File: config.mk
export PLATFORM = sky130hd
export DESIGN_NAME = bootprom_ctl
export DESIGN_NICKNAME = d
export VERILOG_FILES = /design/src/rtl/bootprom_ctl.sv
export SDC_FILE = /design/constraint.sdc
export NUM_CORES = 1
export LEC_CHECK = 0
export CORE_UTILIZATION = 33
export DETAILED_ROUTE_END_ITERATION = 7
export MAX_ROUTING_LAYER = met4
export PLACE_DENSITY = 0.65
export SLEW_MARGIN = 20
export SYNTH_ARGS = -nofsm -noshare
export SYNTH_HDL_FRONTEND = slang
export SYNTH_SLANG_ARGS = --single-unit
File: constraint.sdc
create_clock -name clk -period 3.7 [get_ports clk]
set_input_delay 0.74 -clock clk [delete_from_list [all_inputs] [get_ports clk]]
set_output_delay 0.74 -clock clk [all_outputs]
set_load 0.02 [all_outputs]
File: src/rtl/bootprom_ctl.sv
// Bus-cycle sequencer between the 68010 bus and the 27256 boot PROM pair.
// Optional BOOTPROM_WRITE_BERR_EN: writes to the PROM region raise BERR instead of a silent DTACK.
module bootprom_ctl #(
    parameter int WAIT_STATES = 3,
    parameter int CNT_W       = 4
) (
    input  logic        clk,
    input  logic        reset,
    input  logic        cpu_as_n,
    input  logic        cpu_rw,
    input  logic        cpu_uds_n,
    input  logic        cpu_lds_n,
    input  logic [14:0] cpu_addr,
    input  logic        prom_sel,
    output logic [14:0] prom_addr,
    output logic        prom_ce_n,
    output logic        prom_oe_n,
    input  logic [7:0]  prom_lo_d,
    input  logic [7:0]  prom_hi_d,
    output logic [15:0] cpu_data_out,
    output logic        cpu_data_oe,
    output logic        cpu_dtack_n,
    output logic        cpu_berr_n
);

    typedef enum logic [2:0] {
        IDLE,
        SETUP,
        ACCESS,
        ACK,
        WDONE,
        WERR
    } state_t;

    state_t            state_q, state_d;
    logic [CNT_W-1:0]  cnt_q, cnt_d;
    logic [14:0]       addr_q, addr_d;
    logic [15:0]       data_q, data_d;
    logic              start;

    // Byte strobes only qualify the cycle; both PROM bytes are always read.
    assign start = !cpu_as_n && prom_sel && (!cpu_uds_n || !cpu_lds_n);

    always_ff @(posedge clk or posedge reset) begin
        if (reset) begin
            state_q <= IDLE;
            cnt_q   <= '0;
            addr_q  <= '0;
            data_q  <= '0;
        end else begin
            state_q <= state_d;
            cnt_q   <= cnt_d;
            addr_q  <= addr_d;
            data_q  <= data_d;
        end
    end

    always_comb begin
        state_d = state_q;
        cnt_d   = cnt_q;
        addr_d  = addr_q;
        data_d  = data_q;
        case (state_q)
            IDLE: begin
                if (start) begin
                    if (cpu_rw) begin
                        addr_d  = cpu_addr;
                        state_d = SETUP;
                    end else begin
`ifdef BOOTPROM_WRITE_BERR_EN
                        state_d = WERR;
`else
                        state_d = WDONE;
`endif
                    end
                end
            end
            SETUP: begin
                if (cpu_as_n) begin
                    state_d = IDLE;
                end else begin
                    cnt_d   = CNT_W'(WAIT_STATES - 1);
                    state_d = ACCESS;
                end
            end
            ACCESS: begin
                // An abort wins over a latch due on the same edge.
                if (cpu_as_n) begin
                    state_d = IDLE;
                end else if (cnt_q == '0) begin
                    data_d  = {prom_hi_d, prom_lo_d};
                    state_d = ACK;
                end else begin
                    cnt_d = cnt_q - CNT_W'(1);
                end
            end
            ACK, WDONE, WERR: begin
                if (cpu_as_n) begin
                    state_d = IDLE;
                end
            end
            default: state_d = IDLE;
        endcase
    end

    assign prom_addr    = addr_q;
    assign cpu_data_out = data_q;
    assign prom_ce_n    = !(state_q == SETUP || state_q == ACCESS || state_q == ACK);
    assign prom_oe_n    = !(state_q == ACCESS || state_q == ACK);
    assign cpu_data_oe  = (state_q == ACK);
    assign cpu_dtack_n  = !(state_q == ACK || state_q == WDONE);
`ifdef BOOTPROM_WRITE_BERR_EN
    assign cpu_berr_n   = (state_q != WERR);
`else
    assign cpu_berr_n   = 1'b1;
`endif

endmodule

-- Word level (Yosys, flattened, before mapping)
Index checks and enable logic that the tools add are counted.
- add/subtract/negate cells: 1
- multipliers: 0
- divide/modulo/power cells: 0
- order comparisons: 0
- equality and inequality tests: 11
- shift-type cells: 0
- mux-type cells: 11
- bitwise logic cells: 1
- reduce and logical (&&, ||, !) cells: 21
- operators by type and width (operator ; number):
    3-bit two-way mux ; 5
    4-bit two-way mux ; 3
    3-bit one-hot mux with 4 select lines ; 1
    2-bit != test, second input constant ; 5
    3-bit AND reduction ; 3
    4-bit one-hot mux with 2 select lines ; 1
    3-bit by 2-bit == test with 1-bit output, second input constant ; 2
    3-bit == test, second input constant ; 2
    1-bit zero test ; 6
    1-bit logical OR ; 5
    4-bit zero test ; 1
    4-bit AND reduction ; 1
    4-bit by 1-bit subtractor with 4-bit output, second input constant ; 1
    3-bit by 1-bit == test with 1-bit output, second input constant ; 1
    3-bit zero test ; 1
    3-bit != test, second input constant ; 1
    3-bit OR reduction ; 1
    1-bit logical AND ; 2
    2-bit two-way mux ; 1
    2-bit nonzero test ; 1
    1-bit NOT ; 1
- bits in registers: 38
- bits in latches: 0
- bits in writable memories: 0
- bits in read-only memories: 0
- input bits: 38
- output and inout bits: 36
- word-level logic and storage cells: 49
- memories: 0

-- Depth between registers and ports, before layout
- depth after elaboration: 5
- mapped depth: 7
- depth with buffers taken out: 5

-- Worst setup path after synthesis
OpenSTA, ideal clock, no wires.
- path type: register to output
- from: reg state_q[2]
- to: out cpu_dtack_n
- data arrival time: 1.299 ns
- data required time: 2.960 ns
- path slack: 1.661 ns
- cell stages (with the launch flop): 5
- buffers on the path: 1
- cell sequence: dfrtp_1 buf_4 nand2b_1 nor2_1 a21oi_1
- cells in the longest elaborated chain, start to end: 3
- elaborated cells on any way between the ends: 4
- classes of those cells: 2 x eq/ne; 2 x reduce/logical
- RTL lines (what ; line ; text):
    from (decl) ; 35 ; state_t state_q, state_d;
    from (signal assigned) ; 51 ; state_q <= state_d;
    3-bit by 2-bit == test with 1-bit output ; n/a ;
    via cpu_data_oe ; 21 ; output logic cpu_data_oe,
    1-bit logical OR ; 111 ; assign cpu_dtack_n = !(state_q == ACK || state_q == WDONE);
    1-bit zero test ; 111 ;
    to (decl) ; 22 ; output logic cpu_dtack_n,
The timed path passes the listed nets, and every way through them passes these cells.

-- Worst setup path in the final report
- from: in cpu_as_n
- to: reg data_q[15] (netlist: cpu_data_out[15])
- cells in the longest elaborated chain, start to end: 2
- RTL lines (what ; line ; text):
    from (decl) ; 9 ; input logic cpu_as_n,
    1-bit NOT (no source line) ; n/a ;
    3-bit AND reduction (no source line) ; n/a ;
    to (signal assigned) ; 54 ; data_q <= data_d;
    to (decl) ; 38 ; logic [15:0] data_q, data_d;
No other way between the ends.
A chain may end at the register's enable or synchronous reset.

==> results.json <==
{
  "routed-via-count": 1172,
  "hold_depth": 1,
  "ys_async_sr_fraction_pct": 100,
  "cts_inserted_buffers": 5,
  "fill_cells": 437,
  "avgRoutedWirePerCell_um": 13.9,
  "tightest_slew_ps": 921,
  "grt_pass1_vias": 1213,
  "core_area_um2": 4820,
  "layout_worst_path_cycle_share_pct": 68.8,
  "tns_ps": 0,
  "critical_path_arrival_ps": 2710,
  "synth_seq_area_share_pct": 56.3,
  "path_class": "in -> reg",
  "start_util_pct": 35.0,
  "ctsResizeCount": 0,
  "gp_congestion": 0.799,
  "hold_violations": 0,
  "startpoint": "cpu_as_n",
  "dr.max_layer_used": "met4",
  "crit_path_end_kind": "flop",
  "crit_cells": 4,
  "skew_ps": 3.56,
  "ys.flop_type": "dfrtp_1",
  "slew_viol_final": 0,
  "placed_area_um2": 2450,
  "yosysMostFrequentCell": "dfrtp_1",
  "dp_cells": 253,
  "finalPower_w": 0.00189,
  "syn2layout_area_growth_pct": 50.0,
  "via_per_inst": 4.53,
  "diodes": 0,
  "ctsRootBufferMaster": "clkbuf_8",
  "r2r-end": "cpu_data_out[15]",
  "crit_chain": "clkdlybuf4s50_1, nor4b_4, nand2b_1, mux2_4",
  "grt_overflow_total": 0,
  "dr.pass1.iters": 4,
  "hold_path_class": "reg -> reg",
  "cpPeakStageDelay_ps": 560,
  "wl_met3_um": 272,
  "port_buffers": 72,
  "grt_max_degree": 21,
  "p_leak_nw": 1.14,
  "ys_types": 32,
  "die-height_um": 73.5,
  "cts_num_sinks": 38,
  "m1WireLength_mm": 1.42,
  "setup_violations": 0,
  "num_io_pins": 74,
  "die_w_um": 73.5,
  "final.min_clock_period_ps": 2540,
  "ir_worst_vdd_mv": 0.279,
  "synth_common_cells": "38 x dfrtp_1, 21 x mux2_2, 10 x mux2_4",
  "power.density_nw_per_um2": 746,
  "cp_slowest_cell": "nand2b_1",
  "syn-mean-instance-area_um2": 14.3,
  "cts_tree": "built",
  "synth_seq_cells": 38,
  "ant_nets": 0,
  "yosysWarnings": 0,
  "met2_length_mm": 1.84,
  "status": "complete, no violations",
  "cp_top_family": "simple AND/OR/NAND/NOR gates",
  "post_cts_buffers": 0,
  "final_layout_size_suffix_gt1_share_pct": 22.9,
  "final_cells": 259,
  "synth_nets": 158,
  "synth-edff-count": 0,
  "hold_buffers": 0,
  "synth_area_leader_cell": "dfrtp_1",
  "max-cap-violations": 0,
  "insertion_delay_ps": 280,
  "clock.fmax_mhz": 393,
  "htree_levels": 2,
  "relSlewSlack_pct": 38.6,
  "worst-path-buf-inv": 1,
  "nets": 233,
  "totalWireLength_mm": 3.61,
  "yosys.area.top_type_share_pct": 56.3,
  "critPathCapture": "cpu_data_out[15]",
  "final_area_um2": 2530,
  "antenna_found_initial": 0,
  "drc": 0,
  "drtIter0Drc": 37,
  "placementRows": 25,
  "r2r-start": "cnt_q[0]",
  "rr_worst_depth": 5,
  "crit_path_start_kind": "input pin",
  "die-area_um2": 5400,
  "critPathMaxFanout": 16,
  "clkTransAtPathRegs_ps": 70,
  "grt_use_total_pct": 14.7,
  "yosys-top-cells-area": "dfrtp_1 56%, mux2_2 14%, mux2_4 8.9%",
  "synthCells": 118,
  "clockBufferDepth": 2,
  "rsz0062_at_grt": "false",
  "grt_pass1_wl_mm": 5.78,
  "r2r_setup_slack_ps": 1460,
  "synth_area_um2": 1690,
  "dp_hpwl_mm": 2.81,
  "worst_ep_required_time_ps": 3870
}
cells by family (layout without fill, tap and decap cells):
logic type,count (synthesis),count (layout),share of synthesized area [%]
AOI/OAI and AO/OA,7,7,2.59
buffers and inverters,9,83,3.93
other,1,1,0.222
DFF,38,38,56.3
and+or+nand+nor,26,26,10.2
muxes,34,34,24.7
adders and majority gates,2,2,1.48
xor gates and xnor gates,1,1,0.519
area by class of cell:
cell class / instances / area, µm² / share of cell area, %
timing repair buffer: 73 / 728 / 28.8
inverter: 4 / 15.0 / 0.593
sequential: 38 / 951 / 37.6
multi-input combinational: 71 / 671 / 26.5
tap: 67 / 83.8 / 3.31
clock buffer: 6 / 82.6 / 3.26
layer usage:
metal,GRT usage [%],vias up
met5,-,-
met4,6.41,0
met3,4.53,6
met2,24.5,44
met1,16.2,570
li1,-,552
report_power, final:
| group | leakage, nW | switching, W | internal [W] | total (W) |
|---|---|---|---|---|
| registers | 0.486 | 0.000109 | 0.000594 | 0.000704 |
| clock network | 0.0431 | 0.000128 | 0.000143 | 0.000272 |
| logic | 0.608 | 0.000405 | 0.000509 | 0.000914 |
through the flow:
step	hold WS [ps]	setup slack (ps)	util [%]
after global placement	470	942	50.8
after CTS	488	1160	52.5
after global routing	520	994	52.5
after floorplan	447	1660	-
final	483	1160	52.5
after detailed placement	479	843	50.8
cell usage in the layout (no fill, tap or decap), types with 2 or more instances in the layout:
cell and count:
mux2_2 21, nor2b_1 3, nand2b_1 3, nor2_1 4, inv_1 4, mux2i_1 3, nand3_1 2, clkdlybuf4s50_1 72
ha_1 2, mux2_4 10, clkbuf_8 6, dfrtp_1 38, a21oi_1 2, nand2_1 5
how the worst min path moves through the flow:
stage / start / to / slack (ps)
finish: cnt_q[3] / cnt_q[3] / 480
global route: prom_addr[8] / prom_addr[8] / 520
CTS: cnt_q[3] / cnt_q[3] / 490
detailed placement: cnt_q[3] / cnt_q[3] / 480
global placement: cnt_q[3] / cnt_q[3] / 470
floorplan: cnt_q[3] / cnt_q[3] / 450
flip-flops by register name, indices dropped and copies added, names as in the netlist:
| register | flops |
|---|---|
| cpu_data_out | 16 |
| prom_addr | 15 |
| cnt_q | 4 |
| state_q | 3 |
Power figures use the tool's default switching activity.
